File: config.mk
export PLATFORM = sky130hd
export DESIGN_NAME = add_mul_result_acc_flat
export DESIGN_NICKNAME = d
export VERILOG_FILES = /design/src/rtl/add_mul_result_acc_pkg.sv /design/src/rtl/add_mul_result_acc_if.sv /design/src/rtl/add_mul_result_acc_sat_add.sv /design/src/rtl/add_mul_result_acc.sv /design/src/flat_wrapper.sv
export SDC_FILE = /design/constraint.sdc
export NUM_CORES = 1
export LEC_CHECK = 0
export CAP_MARGIN = 20
export CORE_ASPECT_RATIO = 1.75
export CORE_MARGIN = 4
export CORE_UTILIZATION = 40
export DETAILED_ROUTE_END_ITERATION = 16
export MAX_ROUTING_LAYER = met4
export PLACE_DENSITY = 0.67
export SLEW_MARGIN = 20
export SYNTH_ARGS = -nofsm -noshare
export SYNTH_HDL_FRONTEND = slang
export SYNTH_HIERARCHICAL = 1
export SYNTH_SLANG_ARGS = --single-unit
export TNS_END_PERCENT = 20
File: constraint.sdc
create_clock -name clk -period 4 [get_ports clk]
set_clock_uncertainty 0.05 [all_clocks]
set_input_delay 1 -clock clk [delete_from_list [all_inputs] [get_ports clk]]
set_output_delay 1 -clock clk [all_outputs]
set_load 0.01 [all_outputs]
File: src/rtl/add_mul_result_acc_pkg.sv
// Shared types and defaults for the add/mul result frame accumulator.
`timescale 1ns/1ps
package add_mul_acc_pkg;

  // Accumulator FSM: ACC gathers samples, HOLD presents a finished frame.
  typedef enum logic {
    ACC  = 1'b0,
    HOLD = 1'b1
  } state_t;

  localparam int DEFAULT_DATA_W    = 8;
  localparam int DEFAULT_ACC_W     = 12;
  localparam int DEFAULT_FRAME_LEN = 4;

  // Width of the in-frame sample counter; covers 0..frame_len.
  function automatic int cnt_w(input int frame_len);
    return $clog2(frame_len + 1);
  endfunction

endpackage

File: src/rtl/add_mul_result_acc_if.sv
// Handshake bundle for the result accumulator: sample stream in, frame
// results out. The master side drives samples and accepts results; the
// slave side is the accumulator itself.
// Optional: ADD_MUL_RESULT_ACC_MIN_EN adds the out_min frame minimum.
`timescale 1ns/1ps
interface add_mul_result_acc_if
  import add_mul_acc_pkg::*;
#(
  parameter int DATA_W = DEFAULT_DATA_W,
  parameter int ACC_W  = DEFAULT_ACC_W
) ();

  logic              in_valid;
  logic              in_ready;
  logic [DATA_W-1:0] in_data;
  logic              out_valid;
  logic              out_ready;
  logic [ACC_W-1:0]  out_sum;
  logic [DATA_W-1:0] out_max;
  logic              out_sat;
`ifdef ADD_MUL_RESULT_ACC_MIN_EN
  logic [DATA_W-1:0] out_min;
`endif

  modport master (
    output in_valid, in_data, out_ready,
    input  in_ready, out_valid, out_sum, out_max, out_sat
`ifdef ADD_MUL_RESULT_ACC_MIN_EN
    , input out_min
`endif
  );

  modport slave (
    input  in_valid, in_data, out_ready,
    output in_ready, out_valid, out_sum, out_max, out_sat
`ifdef ADD_MUL_RESULT_ACC_MIN_EN
    , output out_min
`endif
  );

endinterface

File: src/rtl/add_mul_result_acc_sat_add.sv
// Combinational saturating adder: unsigned ACC_W accumulator plus an
// unsigned DATA_W sample, clipped to the all-ones accumulator value.
`timescale 1ns/1ps
module sat_add #(
  parameter int ACC_W  = 12,
  parameter int DATA_W = 8
) (
  input  logic [ACC_W-1:0]  a,
  input  logic [DATA_W-1:0] b,
  output logic [ACC_W-1:0]  sum,
  output logic              ovf
);

  // Clip a one-bit-wider sum back to ACC_W bits, pinning at 2^ACC_W-1.
  function automatic logic [ACC_W-1:0] sat_clip(input logic [ACC_W:0] full);
    return full[ACC_W] ? {ACC_W{1'b1}} : full[ACC_W-1:0];
  endfunction

  logic [ACC_W:0] full_sum;

  // One extra carry bit is enough because ACC_W > DATA_W.
  assign full_sum = {1'b0, a} + {{(ACC_W + 1 - DATA_W){1'b0}}, b};
  assign ovf      = full_sum[ACC_W];
  assign sum      = sat_clip(full_sum);

endmodule

File: src/rtl/add_mul_result_acc.sv
// Frame accumulator for the add/mul Result stream. Collects FRAME_LEN
// unsigned samples, then presents the saturating sum, the maximum and a
// saturation flag until the downstream consumer takes them.
// Optional: define ADD_MUL_RESULT_ACC_MIN_EN to also report the frame minimum.
`timescale 1ns/1ps
module add_mul_result_acc
  import add_mul_acc_pkg::*;
#(
  parameter int DATA_W    = DEFAULT_DATA_W,
  parameter int ACC_W     = DEFAULT_ACC_W,
  parameter int FRAME_LEN = DEFAULT_FRAME_LEN
) (
  input logic                 clk,
  input logic                 rst_n,
  add_mul_result_acc_if.slave bus
);

  localparam int               CNT_W    = cnt_w(FRAME_LEN);
  localparam logic [CNT_W-1:0] LAST_CNT = CNT_W'(FRAME_LEN - 1);

  state_t            state;
  logic [ACC_W-1:0]  acc;
  logic [CNT_W-1:0]  cnt;
  logic [DATA_W-1:0] max_r;
  logic              sat_r;

  logic              frame_valid;
  logic [ACC_W-1:0]  frame_sum;
  logic [DATA_W-1:0] frame_max;
  logic              frame_sat;

  logic [ACC_W-1:0]  sum_next;
  logic              ovf;
  logic [DATA_W-1:0] max_next;
  logic              sat_next;
  logic              first_beat;
  logic              last_beat;
  logic              accept;

`ifdef ADD_MUL_RESULT_ACC_MIN_EN
  logic [DATA_W-1:0] min_r;
  logic [DATA_W-1:0] frame_min;
  logic [DATA_W-1:0] min_next;
`endif

  sat_add #(
    .ACC_W  (ACC_W),
    .DATA_W (DATA_W)
  ) u_sat_add (
    .a   (acc),
    .b   (bus.in_data),
    .sum (sum_next),
    .ovf (ovf)
  );

  // The first beat of a frame seeds max/min instead of comparing with stale values.
  assign first_beat = (cnt == '0);
  assign last_beat  = (cnt == LAST_CNT);
  assign max_next   = (first_beat || (bus.in_data > max_r)) ? bus.in_data : max_r;
  assign sat_next   = sat_r | ovf;
  assign accept     = (state == ACC) && bus.in_valid;

`ifdef ADD_MUL_RESULT_ACC_MIN_EN
  assign min_next   = (first_beat || (bus.in_data < min_r)) ? bus.in_data : min_r;
`endif

  // Ready comes from the state register alone; it is held low during reset
  // so upstream never sees a spurious accept window while rst_n is asserted.
  assign bus.in_ready  = (state == ACC) && rst_n;
  assign bus.out_valid = frame_valid;
  assign bus.out_sum   = frame_sum;
  assign bus.out_max   = frame_max;
  assign bus.out_sat   = frame_sat;
`ifdef ADD_MUL_RESULT_ACC_MIN_EN
  assign bus.out_min   = frame_min;
`endif

  // FSM plus frame accumulation and result registers; reset discards any
  // partial or pending frame.
  always_ff @(posedge clk or negedge rst_n) begin
    if (!rst_n) begin
      state       <= ACC;
      acc         <= '0;
      cnt         <= '0;
      max_r       <= '0;
      sat_r       <= 1'b0;
      frame_valid <= 1'b0;
      frame_sum   <= '0;
      frame_max   <= '0;
      frame_sat   <= 1'b0;
`ifdef ADD_MUL_RESULT_ACC_MIN_EN
      min_r       <= '0;
      frame_min   <= '0;
`endif
    end else if (state == ACC) begin
      if (accept) begin
        if (last_beat) begin
          // Final sample: publish results that include this beat and
          // restart the running state for the next frame.
          frame_sum   <= sum_next;
          frame_max   <= max_next;
          frame_sat   <= sat_next;
          frame_valid <= 1'b1;
          state       <= HOLD;
          acc         <= '0;
          cnt         <= '0;
          max_r       <= '0;
          sat_r       <= 1'b0;
`ifdef ADD_MUL_RESULT_ACC_MIN_EN
          frame_min   <= min_next;
          min_r       <= '0;
`endif
        end else begin
          acc   <= sum_next;
          cnt   <= cnt + CNT_W'(1);
          max_r <= max_next;
          sat_r <= sat_next;
`ifdef ADD_MUL_RESULT_ACC_MIN_EN
          min_r <= min_next;
`endif
        end
      end
    end else begin
      // HOLD: results stay put until taken; data registers keep their
      // values after the handshake.
      if (bus.out_ready) begin
        frame_valid <= 1'b0;
        state       <= ACC;
      end
    end
  end

endmodule
File: src/flat_wrapper.sv
// flat-port wrapper written by rule: the top's interface ports become plain ports
module add_mul_result_acc_flat import add_mul_acc_pkg::*;
#(
  parameter int DATA_W    = DEFAULT_DATA_W,
  parameter int ACC_W     = DEFAULT_ACC_W,
  parameter int FRAME_LEN = DEFAULT_FRAME_LEN
)
  (clk, rst_n, bus_in_valid, bus_in_data, bus_out_ready, bus_in_ready, bus_out_valid, bus_out_sum, bus_out_max, bus_out_sat);
  add_mul_result_acc_if #(.DATA_W(DATA_W), .ACC_W(ACC_W)) bus_i ();
  input logic clk;
  input logic rst_n;
  input wire logic [$bits(bus_i.in_valid)-1:0] bus_in_valid;
  input wire logic [$bits(bus_i.in_data)-1:0] bus_in_data;
  input wire logic [$bits(bus_i.out_ready)-1:0] bus_out_ready;
  output wire logic [$bits(bus_i.in_ready)-1:0] bus_in_ready;
  output wire logic [$bits(bus_i.out_valid)-1:0] bus_out_valid;
  output wire logic [$bits(bus_i.out_sum)-1:0] bus_out_sum;
  output wire logic [$bits(bus_i.out_max)-1:0] bus_out_max;
  output wire logic [$bits(bus_i.out_sat)-1:0] bus_out_sat;
  assign bus_i.in_valid = bus_in_valid;
  assign bus_i.in_data = bus_in_data;
  assign bus_i.out_ready = bus_out_ready;
  assign bus_in_ready = bus_i.in_ready;
  assign bus_out_valid = bus_i.out_valid;
  assign bus_out_sum = bus_i.out_sum;
  assign bus_out_max = bus_i.out_max;
  assign bus_out_sat = bus_i.out_sat;
  add_mul_result_acc #(.DATA_W(DATA_W), .ACC_W(ACC_W), .FRAME_LEN(FRAME_LEN)) u_core (.clk(clk), .rst_n(rst_n), .bus(bus_i));
endmodule
==> impl_metrics.tcl <==
set metrics [dict create \
    post-place-ws_ns 0.365 \
    cts.path.max_buffers 2 \
    final.setup.tns_ns 0 \
    cts.sinks 47 \
    grt-ovfl-total 0 \
    placementRows 38 \
    total_power_mw 2.68 \
    cp_top_family "compound AO/OA/AOI/OAI gates" \
    syn_to_final_growth_pct 21.2 \
    grt_setup_unrepaired "no" \
    num-nets-final 318 \
    drt-initial-drc-count 84 \
    core_area_um2 6280 \
    antenna_cells 0 \
    routed_wl_um 5880 \
    fill_cells 591 \
    cpMaxStageDelayCell "clkdlybuf4s50_1" \
    hold_viol_final 0 \
    crit_arrival_ns 3.46 \
    r2r_slack_ns 1.47 \
    wl_per_cell_um 16.0 \
    cts_root_buf "clkbuf_8" \
    finalCritPeriodShare_pct 83.1 \
    start_kind "input port" \
    ctsHoldBuffers 0 \
    die_h_um 115 \
    avgSynthCellArea_um2 10.5 \
    irDropWorstVdd_mv 0.406 \
    synth_top_flop_cell "dfrtp_1" \
    yosys.cell_types.count 41 \
    layout_setup_ws_ns 0.674 \
    cts_resized 0 \
    synth_most_common_cell "dfrtp_1" \
    fin_area_um2 3180 \
    netlist_instances 249 \
    cp_max_fo 9 \
    yosys-top-cells-area "dfrtp_1 45%, ha_1 8.6%, mux2_2 5.6%" \
    dieArea_um2 7960 \
    slowest_delay_ns 0.49 \
    crit_path_cell_trace "clkdlybuf4s50_1 -> ha_1 -> fa_1 -> a211oi_1 -> o211ai_2 -> nand2_1 -> o21ai_0 -> mux2_2" \
    area.sequential_um2 1180 \
    synth_warnings 6 \
    place_area_um2 3040 \
    grt_pass1_wl_um 10100 \
    synth-edff-count 0 \
    netlist_area_um2 2620 \
    cp.depth 8 \
    critPathLaunch "bus_in_data[0]" \
    status "completed" \
    path_buf_inv 1 \
    remaining_drc_errors 0 \
    final_antenna_net_count 0 \
    initial_utilization_pct 41.8 \
    drive_gt1_share_pct 12.2 \
    pin_count 35 \
    cts_tree "built" \
    dp_hpwl_um 4420 \
    setup_viol 0 \
    gp_congestion 0.907 \
    rr_worst_depth 7 \
    htreeDepth 2 \
    maxSlewHeadroom_pct 55.1 \
    synth_top_cell_area_share_pct 44.9 \
    drt-pass1-iter-count 6 \
    multi_input_area_um2 1340 \
    grt_pass1_vias 2082 \
    insertion_delay_ns 0.30 \
    finalCriticalPeriod_ns 3.33 \
    critPathCapture "u_core/bus.out_sum[7]$_DFFE_PN0P_" \
    fp.dieW_um 69.2 \
    cts_made_buffers 5 \
    drv_slew 0 \
    hp-class "flop to flop" \
    post-route-util_pct 50.6 \
    yosys.area.top_type "dfrtp_1" \
    worst_pin_slew_ns 0.674 \
    grt_usage_pct 16.0 \
    vias 2064 \
    timing.rr.end "u_core/bus.out_sum[7]$_DFFE_PN0P_" \
    leakage_nw 1.42 \
    critPathKind "input port to flop" \
    endpoint_kind "flop" \
    grt_start_max_net_pins 48 \
    antenna_found_initial 0 \
    synth-seq-cells 47 \
    cap_violations 0 \
    post_cts_buffers 0 \
    clk_pin_slew_ns 0.09 \
    async_flop_share_pct 100 \
    holdWs_ns 0.439 \
    avgViaCountPerCell 5.61 \
    synth_fp_nets 280 \
    regToRegStartpoint "u_core/acc[0]$_DFFE_PN0P_" \
    synth.cells.most_frequent "47 x dfrtp_1, 18 x a21oi_1, 18 x ha_1" \
    dp_cells 360 \
    portBuffers 34 \
    seq_area_frac_synth_pct 44.9 \
    stdcell_count 368 \
    power_density_nw_per_um2 842 \
    fmax_ghz 0.301 \
    cp_data_required_time_ns 4.13 \
]
registers in the layout, indices dropped and copies added (netlist names):
signal and flops:
u_core/acc 12, u_core/bus.out_sum 12, u_core/bus.out_max 8, u_core/max_r 8
u_core/cnt 3, u_core/bus.out_sat 1, u_core/bus.out_valid 1, u_core/sat_r 1
u_core/state 1
area by class of cell:
type                    count  share of cell area [%]
well taps                  80                    3.15
multi-input cells         178                    42.0
clock inverters             2                    1.89
clock buffers               6                    2.28
flip-flops and latches     47                    37.0
repair buffers             39                    11.7
inverters                  16                    1.89
how the worst min path moves through the flow:
stage,start,end,slack [ns],depth (start not counted)
after global routing,u_core/bus.out_valid$_DFFE_PN0P_,u_core/bus.out_valid$_DFFE_PN0P_,0.46,1
after global placement,u_core/bus.out_valid$_DFFE_PN0P_,u_core/bus.out_valid$_DFFE_PN0P_,0.42,1
after detailed placement,u_core/bus.out_valid$_DFFE_PN0P_,u_core/bus.out_valid$_DFFE_PN0P_,0.43,1
after floorplan,u_core/sat_r$_DFFE_PN0P_,u_core/sat_r$_DFFE_PN0P_,0.41,2
after CTS,u_core/bus.out_valid$_DFFE_PN0P_,u_core/bus.out_valid$_DFFE_PN0P_,0.45,1
final,u_core/bus.out_valid$_DFFE_PN0P_,u_core/bus.out_valid$_DFFE_PN0P_,0.44,1
routing by layer:
layer | wire length [um] | share of wire (%) | up-vias | global-route usage (%)
met5 | 0 | 0 | - | -
met4 | 136 | 2.3 | 0 | 6.00
met3 | 164 | 2.8 | 11 | 2.54
met2 | 3290 | 56 | 43 | 29.1
met1 | 2290 | 39 | 1008 | 17.5
li1 | - | - | 1002 | -
layout by cell type, fill, tap and decap left out, types with 2 or more instances in the layout:
| master | Yosys | final |
|---|---|---|
| o21ai_0 | 16 | 16 |
| clkbuf_8 | 0 | 5 |
| o211ai_1 | 3 | 3 |
| buf_4 | 2 | 5 |
| dfrtp_1 | 47 | 47 |
| nand2_1 | 12 | 12 |
| xnor2_1 | 3 | 3 |
| mux2_2 | 13 | 13 |
| nand3_1 | 11 | 11 |
| a21o_1 | 4 | 4 |
| nand4_1 | 5 | 5 |
| nor2b_1 | 3 | 3 |
| a21oi_1 | 18 | 18 |
| a31oi_1 | 9 | 9 |
| xor2_1 | 2 | 2 |
| clkdlybuf4s50_1 | 0 | 33 |
| nor3_1 | 2 | 2 |
| inv_1 | 16 | 16 |
| nand2b_1 | 4 | 4 |
| a211oi_1 | 2 | 2 |
| o211ai_2 | 4 | 4 |
| ha_1 | 18 | 18 |
| and3_1 | 2 | 2 |
| a32o_1 | 8 | 8 |
| nor2_1 | 13 | 13 |
| a22o_1 | 12 | 12 |
| bufinv_16 | 0 | 2 |
worst register-to-register path, cell delays in order (launching register included):
cell and delay (ns):
dfrtp_1 0.41, ha_1 0.24, fa_1 0.43, a211oi_1 0.36
o211ai_2 0.16, nand2_1 0.30, o21ai_0 0.17, mux2_2 0.29
where the power goes:
group	switching (mW)	internal, mW
registers	0.145	0.695
logic	0.736	0.695
clock network	0.157	0.250
total	1.04	1.64
kinds of logic after synthesis:
kind of cell	Yosys count	synth area share, %
muxes	15	6.40
DFF	47	44.9
buffers and inverters	24	4.20
adders and majority gates	19	9.36
AOI/OAI and AO/OA	82	22.5
and+or+nand+nor	57	11.0
xor gates and xnor gates	5	1.67
No activity file was read; power rests on OpenSTA's default activity.
